<file path="src/rtl/amiga_kbd_tx.sv">
// rtl/amiga_kbd_tx.sv - Amiga keyboard serial transmitter (event FIFO, KCLK/KDAT shifter, handshake, resync)
// Optional power-up 0xFD/0xFE announcement: AMIGA_KBD_POWERUP_EN
module amiga_kbd_tx #(
    parameter int unsigned CLK_KHZ    = 28375,
    parameter int unsigned PHASE_US   = 20,
    parameter int unsigned TIMEOUT_MS = 143,
    parameter int unsigned FIFO_AW    = 3
) (
    input  logic               clk,
    input  logic               reset_n,
    input  logic               ev_level,
    input  logic [1:0]         ev_type,
    input  logic [7:0]         ev_data,
    input  logic               kbd_dat_in,
    output logic               kbd_dat_oe,
    output logic               kbd_clk_oe,
    output logic               busy,
    output logic [FIFO_AW:0]   fifo_level,
    output logic               overflow
);

    localparam int unsigned PH      = CLK_KHZ * PHASE_US / 1000;
    localparam int unsigned TO      = CLK_KHZ * TIMEOUT_MS;
    localparam int unsigned HS_MIN  = (CLK_KHZ / 1000 > 0) ? CLK_KHZ / 1000 : 1;
    localparam int unsigned DEPTH   = 1 << FIFO_AW;
    localparam int unsigned TMR_W   = $clog2((TO > PH) ? TO : PH) + 1;
    localparam int unsigned HS_W    = $clog2(HS_MIN + 1);
    // Released KDAT needs the synchroniser latency to read high before handshake sampling.
    localparam int unsigned REL_CYC = 3;

    typedef enum logic [3:0] {
        S_IDLE, S_LOAD, S_SETUP, S_CLK_LO, S_CLK_HI, S_REL, S_HS_WAIT, S_HS_END, S_GAP
    } state_t;

    state_t r_state, w_next;

    logic               r_dat_s1, r_dat_s2;
    logic               r_ev_copy;
    logic [7:0]         r_mem [DEPTH];
    logic [FIFO_AW-1:0] r_wr_ptr, r_rd_ptr;
    logic [FIFO_AW:0]   r_count;
    logic               r_overflow, r_ovf_pending;
    logic               r_resync_pending, r_retry_valid, r_cur_resync;
    logic [7:0]         r_retry_byte, r_cur_byte, r_shift;
    logic [2:0]         r_bit_cnt;
    logic [TMR_W-1:0]   r_timer;
    logic [HS_W-1:0]    r_low_cnt;

    logic w_ev_new, w_push_req, w_full, w_pop, w_push_ok, w_drop, w_have;
    logic w_sel_resync, w_sel_retry, w_sel_pwr, w_sel_ovf, w_sel_fifo;
    logic w_pwr_due;
    logic [7:0] w_pwr_byte, w_sel_byte;
    logic w_tmr_clr, w_load, w_bit_adv, w_timeout;
    logic w_ph_end, w_to_end, w_hs_ok;

    assign w_ev_new   = (ev_level != r_ev_copy);
    assign w_push_req = w_ev_new && (ev_type == 2'd2);
    assign w_full     = (r_count == (FIFO_AW+1)'(DEPTH));
    assign w_pop      = w_load && w_sel_fifo;
    assign w_push_ok  = w_push_req && (!w_full || w_pop);
    assign w_drop     = w_push_req && w_full && !w_pop;

`ifdef AMIGA_KBD_POWERUP_EN
    logic [1:0] r_pwr_step;
    always_ff @(posedge clk or negedge reset_n) begin
        if (!reset_n)
            r_pwr_step <= 2'd0;
        else if (w_load && w_sel_pwr)
            r_pwr_step <= r_pwr_step + 2'd1;
    end
    assign w_pwr_due  = (r_pwr_step != 2'd2);
    assign w_pwr_byte = (r_pwr_step == 2'd0) ? 8'hFD : 8'hFE;
`else
    assign w_pwr_due  = 1'b0;
    assign w_pwr_byte = 8'hFD;
`endif

    assign w_have = r_resync_pending || r_retry_valid || w_pwr_due || r_ovf_pending || (r_count != '0);

    always_comb begin
        w_sel_resync = 1'b0;
        w_sel_retry  = 1'b0;
        w_sel_pwr    = 1'b0;
        w_sel_ovf    = 1'b0;
        w_sel_fifo   = 1'b0;
        w_sel_byte   = r_mem[r_rd_ptr];
        if (r_resync_pending) begin
            w_sel_resync = 1'b1;
            w_sel_byte   = 8'hF9;
        end else if (r_retry_valid) begin
            w_sel_retry  = 1'b1;
            w_sel_byte   = r_retry_byte;
        end else if (w_pwr_due) begin
            w_sel_pwr    = 1'b1;
            w_sel_byte   = w_pwr_byte;
        end else if (r_ovf_pending) begin
            w_sel_ovf    = 1'b1;
            w_sel_byte   = 8'hFA;
        end else begin
            w_sel_fifo   = (r_count != '0);
        end
    end

    assign w_ph_end = (r_timer == TMR_W'(PH - 1));
    assign w_to_end = (r_timer == TMR_W'(TO - 1));
    assign w_hs_ok  = !r_dat_s2 && (r_low_cnt >= HS_W'(HS_MIN - 1));

    always_comb begin
        w_next     = r_state;
        w_tmr_clr  = 1'b0;
        w_load     = 1'b0;
        w_bit_adv  = 1'b0;
        w_timeout  = 1'b0;
        kbd_dat_oe = 1'b0;
        kbd_clk_oe = 1'b0;
        case (r_state)
            S_IDLE: if (w_have) begin
                w_next = S_LOAD; w_tmr_clr = 1'b1;
            end
            S_LOAD: begin
                w_load = 1'b1; w_next = S_SETUP; w_tmr_clr = 1'b1;
            end
            S_SETUP: begin
                kbd_dat_oe = r_shift[7];
                if (w_ph_end) begin w_next = S_CLK_LO; w_tmr_clr = 1'b1; end
            end
            S_CLK_LO: begin
                kbd_dat_oe = r_shift[7];
                kbd_clk_oe = 1'b1;
                if (w_ph_end) begin w_next = S_CLK_HI; w_tmr_clr = 1'b1; end
            end
            S_CLK_HI: begin
                kbd_dat_oe = r_shift[7];
                if (w_ph_end) begin
                    w_bit_adv = 1'b1;
                    w_tmr_clr = 1'b1;
                    w_next    = (r_bit_cnt == 3'd7) ? S_REL : S_SETUP;
                end
            end
            S_REL: if (r_timer == TMR_W'(REL_CYC - 1)) begin
                w_next = S_HS_WAIT; w_tmr_clr = 1'b1;
            end
            S_HS_WAIT: begin
                if (w_hs_ok) begin
                    w_next = S_HS_END;
                end else if (w_to_end) begin
                    // Timeout: clock out a lone '1' bit, then wait again with a fresh timeout.
                    w_timeout = 1'b1; w_next = S_SETUP; w_tmr_clr = 1'b1;
                end
            end
            S_HS_END: if (r_dat_s2) begin
                w_next = S_GAP; w_tmr_clr = 1'b1;
            end
            S_GAP: if (w_ph_end) w_next = S_IDLE;
            default: w_next = S_IDLE;
        endcase
    end

    assign busy       = (r_state != S_IDLE);
    assign fifo_level = r_count;
    assign overflow   = r_overflow;

    always_ff @(posedge clk or negedge reset_n) begin
        if (!reset_n) begin
            r_state   <= S_IDLE;
            r_timer   <= '0;
            r_low_cnt <= '0;
            r_dat_s1  <= 1'b1;
            r_dat_s2  <= 1'b1;
        end else begin
            r_state  <= w_next;
            r_timer  <= w_tmr_clr ? '0 : r_timer + 1'b1;
            r_dat_s1 <= kbd_dat_in;
            r_dat_s2 <= r_dat_s1;
            if (r_state == S_HS_WAIT && !r_dat_s2) begin
                if (r_low_cnt != {HS_W{1'b1}})
                    r_low_cnt <= r_low_cnt + 1'b1;
            end else begin
                r_low_cnt <= '0;
            end
        end
    end

    always_ff @(posedge clk) begin
        if (w_push_ok)
            r_mem[r_wr_ptr] <= ev_data;
    end

    always_ff @(posedge clk or negedge reset_n) begin
        if (!reset_n) begin
            r_ev_copy     <= 1'b0;
            r_wr_ptr      <= '0;
            r_rd_ptr      <= '0;
            r_count       <= '0;
            r_overflow    <= 1'b0;
            r_ovf_pending <= 1'b0;
        end else begin
            if (w_ev_new)
                r_ev_copy <= ev_level;
            if (w_push_ok)
                r_wr_ptr <= r_wr_ptr + 1'b1;
            if (w_pop)
                r_rd_ptr <= r_rd_ptr + 1'b1;
            if (w_push_ok && !w_pop)
                r_count <= r_count + 1'b1;
            else if (!w_push_ok && w_pop)
                r_count <= r_count - 1'b1;
            r_overflow <= w_drop;
            if (w_load && w_sel_ovf)
                r_ovf_pending <= 1'b0;
            if (w_drop)
                r_ovf_pending <= 1'b1;
        end
    end

    always_ff @(posedge clk or negedge reset_n) begin
        if (!reset_n) begin
            r_resync_pending <= 1'b0;
            r_retry_valid    <= 1'b0;
            r_retry_byte     <= 8'h00;
            r_cur_byte       <= 8'h00;
            r_cur_resync     <= 1'b0;
            r_shift          <= 8'h00;
            r_bit_cnt        <= 3'd0;
        end else begin
            if (w_load) begin
                r_cur_byte   <= w_sel_byte;
                r_shift      <= {w_sel_byte[6:0], w_sel_byte[7]};
                r_bit_cnt    <= 3'd0;
                r_cur_resync <= w_sel_resync;
                if (w_sel_resync)
                    r_resync_pending <= 1'b0;
                if (w_sel_retry)
                    r_retry_valid <= 1'b0;
            end
            if (w_bit_adv) begin
                r_shift   <= {r_shift[6:0], 1'b0};
                r_bit_cnt <= r_bit_cnt + 3'd1;
            end
            if (w_timeout) begin
                r_shift          <= 8'h80;
                r_bit_cnt        <= 3'd7;
                r_resync_pending <= 1'b1;
                // A timed-out 0xF9 must not overwrite the byte still owed to the host.
                if (!r_cur_resync) begin
                    r_retry_valid <= 1'b1;
                    r_retry_byte  <= r_cur_byte;
                end
            end
        end
    end

endmodule

</file>
<file path="config.mk">
export PLATFORM = sky130hd
export DESIGN_NAME = amiga_kbd_tx
export DESIGN_NICKNAME = d
export VERILOG_FILES = /design/src/rtl/amiga_kbd_tx.sv
export SDC_FILE = /design/constraint.sdc
export NUM_CORES = 1
export LEC_CHECK = 0
export CAP_MARGIN = 10
export CELL_PAD_IN_SITES_DETAIL_PLACEMENT = 0
export CELL_PAD_IN_SITES_GLOBAL_PLACEMENT = 1
export CORE_ASPECT_RATIO = 0.8
export CORE_MARGIN = 2
export CORE_UTILIZATION = 40
export DETAILED_ROUTE_END_ITERATION = 7
export PLACE_DENSITY = 0.67
export SYNTH_ARGS = -nofsm -noshare
export SYNTH_HDL_FRONTEND = slang
export SYNTH_SLANG_ARGS = --single-unit
</file>
<file path="constraint.sdc">
create_clock -name clk -period 4.2 [get_ports clk]
set_input_delay 0.63 -clock clk [delete_from_list [all_inputs] [get_ports clk]]
set_output_delay 0.63 -clock clk [all_outputs]
set_load 0.1 [all_outputs]
</file>
==> results of run 1 <==
[critical path, delay by kind of cell (launching register included)]
family,cells,cell delay [ps]
AO/OA/AOI/OAI,3,910
XOR/XNOR,2,290
adder cells (fa/ha/maj),2,570
buffers and inverters,2,320
flip-flops,1,660
AND/OR/NAND/NOR,3,530
[worst max-delay path by stage]
stage	endpoint	slack [ps]
2_1_floorplan	kbd_dat_oe	650
3_3_place_gp	fifo_level[3]	830
3_5_place_dp	fifo_level[3]	760
4_1_cts	fifo_level[3]	780
5_1_grt	fifo_level[3]	460
6_report	fifo_level[3]	800
[synth_stat cells, types with 3 or more instances]
library cell / count
nor3b_1: 3
a21o_1: 6
clkbuf_1: 14
inv_1: 9
nor3_1: 33
or4_1: 4
nand2_1: 31
a21oi_1: 21
nand2b_1: 8
edfxtp_1: 64
xor2_1: 16
a31oi_1: 3
mux2i_1: 9
xnor2_1: 17
mux2_4: 8
and3_1: 6
dfrtp_1: 75
nor2b_1: 5
nand4_1: 8
nor2_1: 41
and2_1: 4
buf_2: 5
mux2_2: 5
nand3_1: 22
nor4_1: 6
o21ai_0: 9
ha_1: 12
o22ai_1: 3
mux4_2: 16
[final cells by class]
type / count / share of cell area (%)
Tap cell: 215 / 3.60
Inverter: 9 / 0.452
Clock buffer: 18 / 5.74
Multi-Input combinational cell: 335 / 33.6
Sequential cell: 141 / 51.5
Clock inverter: 14 / 1.86
Timing Repair Buffer: 26 / 3.25
[state kept, by name, summed over array words and instances (netlist names), 3 cells and up]
name / cells
fifo_level: 4
r_bit_cnt: 3
r_cur_byte: 8
r_low_cnt: 5
r_mem: 64
r_rd_ptr: 3
r_retry_byte: 8
r_shift: 8
r_state: 4
r_timer: 23
r_wr_ptr: 3
[power breakdown]
group / leakage [nW] / total [mW] / switching, mW / internal (mW)
registers: 1.54 / 1.58 / 0.0646 / 1.51
clock network: 0.280 / 1.44 / 0.649 / 0.792
logic: 1.03 / 0.400 / 0.271 / 0.129
total: 2.85 / 3.42 / 0.985 / 2.43
[cells by family (layout without fill, tap and decap cells)]
| group | count (synthesis) | count (layout) |
|---|---|---|
| and+or+nand+nor | 188 | 188 |
| DFF | 141 | 141 |
| AOI/OAI and AO/OA | 63 | 63 |
| muxes | 38 | 38 |
| xor gates and xnor gates | 33 | 33 |
| buffers and inverters | 32 | 67 |
| adders and majority gates | 13 | 13 |
[layer usage]
layer	GRT usage [%]	vias up	part of all wire, %
li1	-	1931	-
met1	25.1	2031	51
met2	22.2	80	44
met3	4.46	4	4.7
met4	5.10	0	0.39
met5	0	-	0
==> results.py, run 1 <==
metrics = {
    "outcome": {
        "outcome": "completed",
    },
    "synthesis": {
        "synth-edff-count": 64,
        "yosysTopAreaCell": "edfxtp_1",
        "ys_seq_area_share_pct": 59.2,
        "syn_avg_cell_area_sq_um": 12.8,
        "synthXorXnorAreaFrac_pct": 4.45,
        "synth_seq_cells": 141,
        "synth_async_sr_flop_share_pct": 54.6,
        "synth_area_leaders": "edfxtp_1, dfrtp_1, mux4_2, nor3_1, nor2_1",
        "synthDominantCellAreaShare_pct": 29.6,
        "syn_area_sq_mm": 0.00650,
        "synth_fa_ha_area_share_pct": 2.62,
        "synth_cell_types": 64,
        "synthCells": 508,
        "synth_top_flop_cell": "dfrtp_1",
        "synth_top_family_by_area": "simple AND/OR/NAND/NOR gates",
        "synth-compound-area-share_pct": 6.41,
        "yosysWarnings": 0,
        "syn_nets": 535,
        "synthSimpleGateAreaFrac_pct": 15.4,
        "synth_mux_area_share_pct": 9.64,
    },
    "detailed_routing": {
        "drt_iter0_drc": 291,
        "dr.pass1.iters": 5,
        "postRouteAntennaNets": 0,
        "detail_route.vias_per_cell": 5.34,
        "vias": 4046,
        "drc": 0,
        "routed_wl_mm": 13.2,
        "post_drt_wl_per_cell_microns": 17.4,
    },
    "global_route": {
        "grt_max_degree": 78,
        "grt_pass1_wl_mm": 21.5,
        "grt_overflow": 0,
        "grt_pass1_vias": 3939,
        "grt_usage_pct": 16.3,
        "antenna_found_initial": 0,
    },
    "clocking": {
        "clk_latency_ps": 420,
        "cts_tree": "built",
        "path_clk_slew_ps": 60,
        "holdBufCountCts": 0,
        "cts.sinks": 141,
        "cts_buffers": 17,
        "clk_path_buf_depth": 2,
        "cts_resized": 0,
        "cts-root-buf": "clkbuf_16",
        "htree_levels": 4,
        "post-cts-setup-buffers": 0,
    },
    "critical_path": {
        "arrival_ps": 3700,
        "rrSetupSlack_ps": 800,
        "rr_startpoint": "r_state[0]",
        "cp_cell_sequence": "nor4b_2 -> buf_4 -> nand2_1 -> a31oi_1 -> ha_1 -> inv_1 -> ha_1 -> a21o_1 -> a21oi_1 -> xnor2_1 -> nor2_1 -> xor2_1",
        "cp_slowest_cell": "dfrtp_1",
        "r2r_cells": 12,
        "critPathLaunchType": "flip-flop",
        "path_class": "flip-flop to flip-flop",
        "cp_max_fo": 18,
        "reg2reg_to": "fifo_level[3]",
        "cp-startpoint": "r_state[0]",
        "critical-path-max-stage-delay_ps": 660,
        "required_ps": 4500,
        "end_kind": "flip-flop",
        "critical_path.most_common_cell": "ha_1",
    },
    "die": {
        "die_area_sq_mm": 0.0173,
        "num_rows": 41,
        "core_sq_mm": 0.0159,
        "die_h_microns": 118,
        "die_w_microns": 147,
        "io_pins": 22,
        "start_util_pct": 41.0,
    },
    "placed_design": {
        "globalplace.congestion": 0.786,
        "pre_cts_ws_ps": 756,
        "post_dp_cell_area_sq_mm": 0.00691,
        "dpl.cell_count": 726,
        "hpwl_mm": 8.92,
        "io_buffer_count": 21,
    },
    "timing": {
        "finalSetupTns_ps": 0,
        "slew_headroom_pct": 26.5,
        "fin_skew_ps": 11.1,
        "period_needed_ps": 3400,
        "holdWs_ps": 338,
        "fmax_mhz": 294,
        "hold_viol_final": 0,
        "rsz0062_at_grt": "no",
        "timing.final.max_slew_violations": 0,
        "finalSetupViolCount": 0,
        "layout_setup_ws_ps": 802,
        "worst_pin_slew_ps": 1090,
        "min_period_over_period_pct": 80.9,
    },
    "layout": {
        "area_growth_pct": 15.0,
        "multi_input_area_sq_mm": 0.00251,
        "fillers": 1387,
        "finalNetCount": 557,
        "n_antenna_cell": 0,
        "final_cell_mix": "dfrtp_1, edfxtp_1, nor2_1",
        "post-route-util_pct": 47.2,
        "final_common_cell": "dfrtp_1",
        "seq_area_sq_mm": 0.00385,
        "drive_above_1_share_pct": 16.0,
        "final_cells": 758,
        "stdcell_area_sq_mm": 0.00748,
    },
    "power_and_ir_drop": {
        "p_leak_nw": 2.85,
        "irDropWorstVdd_mv": 0.285,
        "total_power_mw": 3.42,
        "p_per_area_mw_per_mm2": 457,
    },
    "run": {
        "maxCapViolCount": 0,
    },
    "hold_path": {
        "hold_path_class": "input pin to async pin",
    },
}
Note: power is estimated with default switching activity, not from simulation.
==> run 2, diff against run 1 <==
- PLACE_DENSITY: 0.67 -> 0.7
- clock period: 4.2 -> 3.12 ns (I/O delays scaled with it)
==> run 2 against run 1 <==
  * Setup slack worse by 360 ps
  * Sequential power up 35%
  * Cell count up 2.5%
  * Die area did not move
  * Maximum frequency increased by 27%
  * Worst hold slack worse by 160 ps
  * Clock skew is 2.8 ps lower
  * Wire length down 0.53%
  * Count of clock-buffer cells in the layout stayed put
  * Critical endpoint unchanged
==> results.py, run 2 (same netlist as run 1, synthesis figures left out) <==
metrics = {
    "timing": {
        "slew_headroom_pct": 34.2,
        "worst_pin_slew_ps": 988,
        "finalSetupTns_ps": 0,
        "hold_viol_final": 0,
        "fin_skew_ps": 8.28,
        "min_period_over_period_pct": 85.8,
        "finalSetupViolCount": 0,
        "period_needed_ps": 2680,
        "timing.final.max_slew_violations": 0,
        "rsz0062_at_grt": "no",
        "fmax_mhz": 374,
        "holdWs_ps": 174,
    },
    "placed_design": {
        "io_buffer_count": 21,
        "hpwl_mm": 8.79,
        "globalplace.congestion": 0.772,
        "post_dp_cell_area_sq_mm": 0.00704,
    },
    "layout": {
        "regMostFlops": "r_mem",
        "largest_reg_flops": 64,
        "finalNetCount": 576,
        "stdcell_area_sq_mm": 0.00766,
        "n_antenna_cell": 0,
        "final_common_cell": "dfrtp_1",
        "top_regs": "r_mem (64), r_timer (23)",
        "area_growth_pct": 17.8,
        "final_cell_mix": "dfrtp_1, edfxtp_1, nor2_1",
        "fillers": 1378,
        "drive_above_1_share_pct": 19.9,
    },
    "die": {
        "start_util_pct": 41.0,
        "die_area_sq_mm": 0.0173,
        "die_w_microns": 147,
        "die_h_microns": 118,
        "num_rows": 41,
        "core_sq_mm": 0.0159,
        "io_pins": 22,
    },
    "outcome": {
        "outcome": "completed",
    },
    "clocking": {
        "clk_path_buf_depth": 2,
        "cts_tree": "built",
        "htree_levels": 4,
        "cts_buffers": 17,
        "holdBufCountCts": 0,
        "clk_latency_ps": 420,
        "path_clk_slew_ps": 60,
        "cts.sinks": 141,
        "cts-root-buf": "clkbuf_16",
        "post-cts-setup-buffers": 0,
        "cts_resized": 0,
    },
    "critical_path": {
        "cp_max_fo": 4,
        "end_kind": "flip-flop",
        "critical_path.most_common_cell": "ha_1",
        "r2r_cells": 11,
        "critical-path-max-stage-delay_ps": 440,
        "path_class": "flip-flop to flip-flop",
        "rrSetupSlack_ps": 440,
        "required_ps": 3420,
        "cp_slowest_cell": "nor4b_2",
        "rr_startpoint": "r_state[1]",
        "cp-startpoint": "r_state[1]",
        "arrival_ps": 2980,
        "critPathLaunchType": "flip-flop",
        "cp_cell_sequence": "nor4b_2 -> nand2_1 -> a31oi_1 -> ha_1 -> inv_1 -> ha_1 -> a21o_1 -> a21oi_1 -> xnor2_1 -> nor2_1 -> xor2_1",
        "reg2reg_to": "fifo_level[3]",
    },
    "power_and_ir_drop": {
        "irDropWorstVdd_mv": 0.419,
        "p_leak_nw": 2.97,
        "p_per_area_mw_per_mm2": 626,
    },
    "global_route": {
        "grt_pass1_vias": 4197,
        "grt_max_degree": 78,
        "grt_usage_pct": 16.5,
        "grt_pass1_wl_mm": 22.1,
        "antenna_found_initial": 0,
        "grt_overflow": 0,
    },
    "detailed_routing": {
        "drt_iter0_drc": 316,
        "vias": 4103,
        "postRouteAntennaNets": 0,
        "dr.pass1.iters": 4,
        "drc": 0,
        "detail_route.vias_per_cell": 5.28,
        "post_drt_wl_per_cell_microns": 16.9,
        "routed_wl_mm": 13.1,
    },
    "run": {
        "maxCapViolCount": 0,
    },
    "hold_path": {
        "hold_path_class": "input pin to async pin",
    },
}
[run 2: cell types whose count changed in the layout (fill, tap and decap cells not counted), moves of 3 or more]
cell	before	now
inv_8	7	1
clkdlybuf4s50_1	19	12
inv_6	4	1
bufinv_16	0	4
buf_4	7	33
[run 2: metrics by stage]
stage | worst slack (ps) | util, % | cells | power [mW]
after global placement | 311 | 44.4 | 745 | 2.70
final | 445 | 48.3 | 777 | 4.80
after global routing | 256 | 48.3 | 777 | 4.99
after floorplan | 65.0 | - | 508 | 2.53
after detailed placement | 239 | 44.4 | 745 | 2.72
after CTS | 434 | 48.3 | 777 | 4.85
[run 2: per-layer routing]
layer  wire, microns  share of wire, %  GRT usage (%)  vias up
met2            6110                47           25.1       66
met1            6280                48           22.8     2055
met5               0                 0              0        -
met4             161               1.2           5.52        0
li1                -                 -              -     1969
met3             575               4.4           4.96       13
[run 2: final cells by class]
| class | count | area [sq um] | share of cell area [%] |
|---|---|---|---|
| Clock buffer | 18 | 429 | 5.60 |
| Clock inverter | 14 | 193 | 2.52 |
| Inverter | 9 | 33.8 | 0.441 |
| Multi-Input combinational cell | 335 | 2520 | 32.8 |
| Sequential cell | 141 | 3850 | 50.3 |
| Tap cell | 215 | 269 | 3.51 |
| Timing Repair Buffer | 45 | 368 | 4.80 |
[run 2: worst max-delay path by stage]
stage | to | slack [ps]
after floorplan | fifo_level[3] | 70
after global placement | fifo_level[3] | 310
after detailed placement | fifo_level[3] | 240
after CTS | fifo_level[3] | 430
after global routing | fifo_level[3] | 260
final | fifo_level[3] | 440
[run 2: worst max-delay path, delay by kind of cell (launching register included)]
kind,cells,cell delay [ps]
DFF,1,390
buffers and inverters,1,90
xor gates and xnor gates,2,270
adders and majority gates,2,510
AOI/OAI and AO/OA,3,620
and+or+nand+nor,3,690
[run 2: where the power goes]
group	internal, mW	switching (mW)	total [mW]
clock network	1.34	0.776	2.12
registers	2.04	0.0914	2.13
logic	0.180	0.373	0.553
total	3.56	1.24	4.80
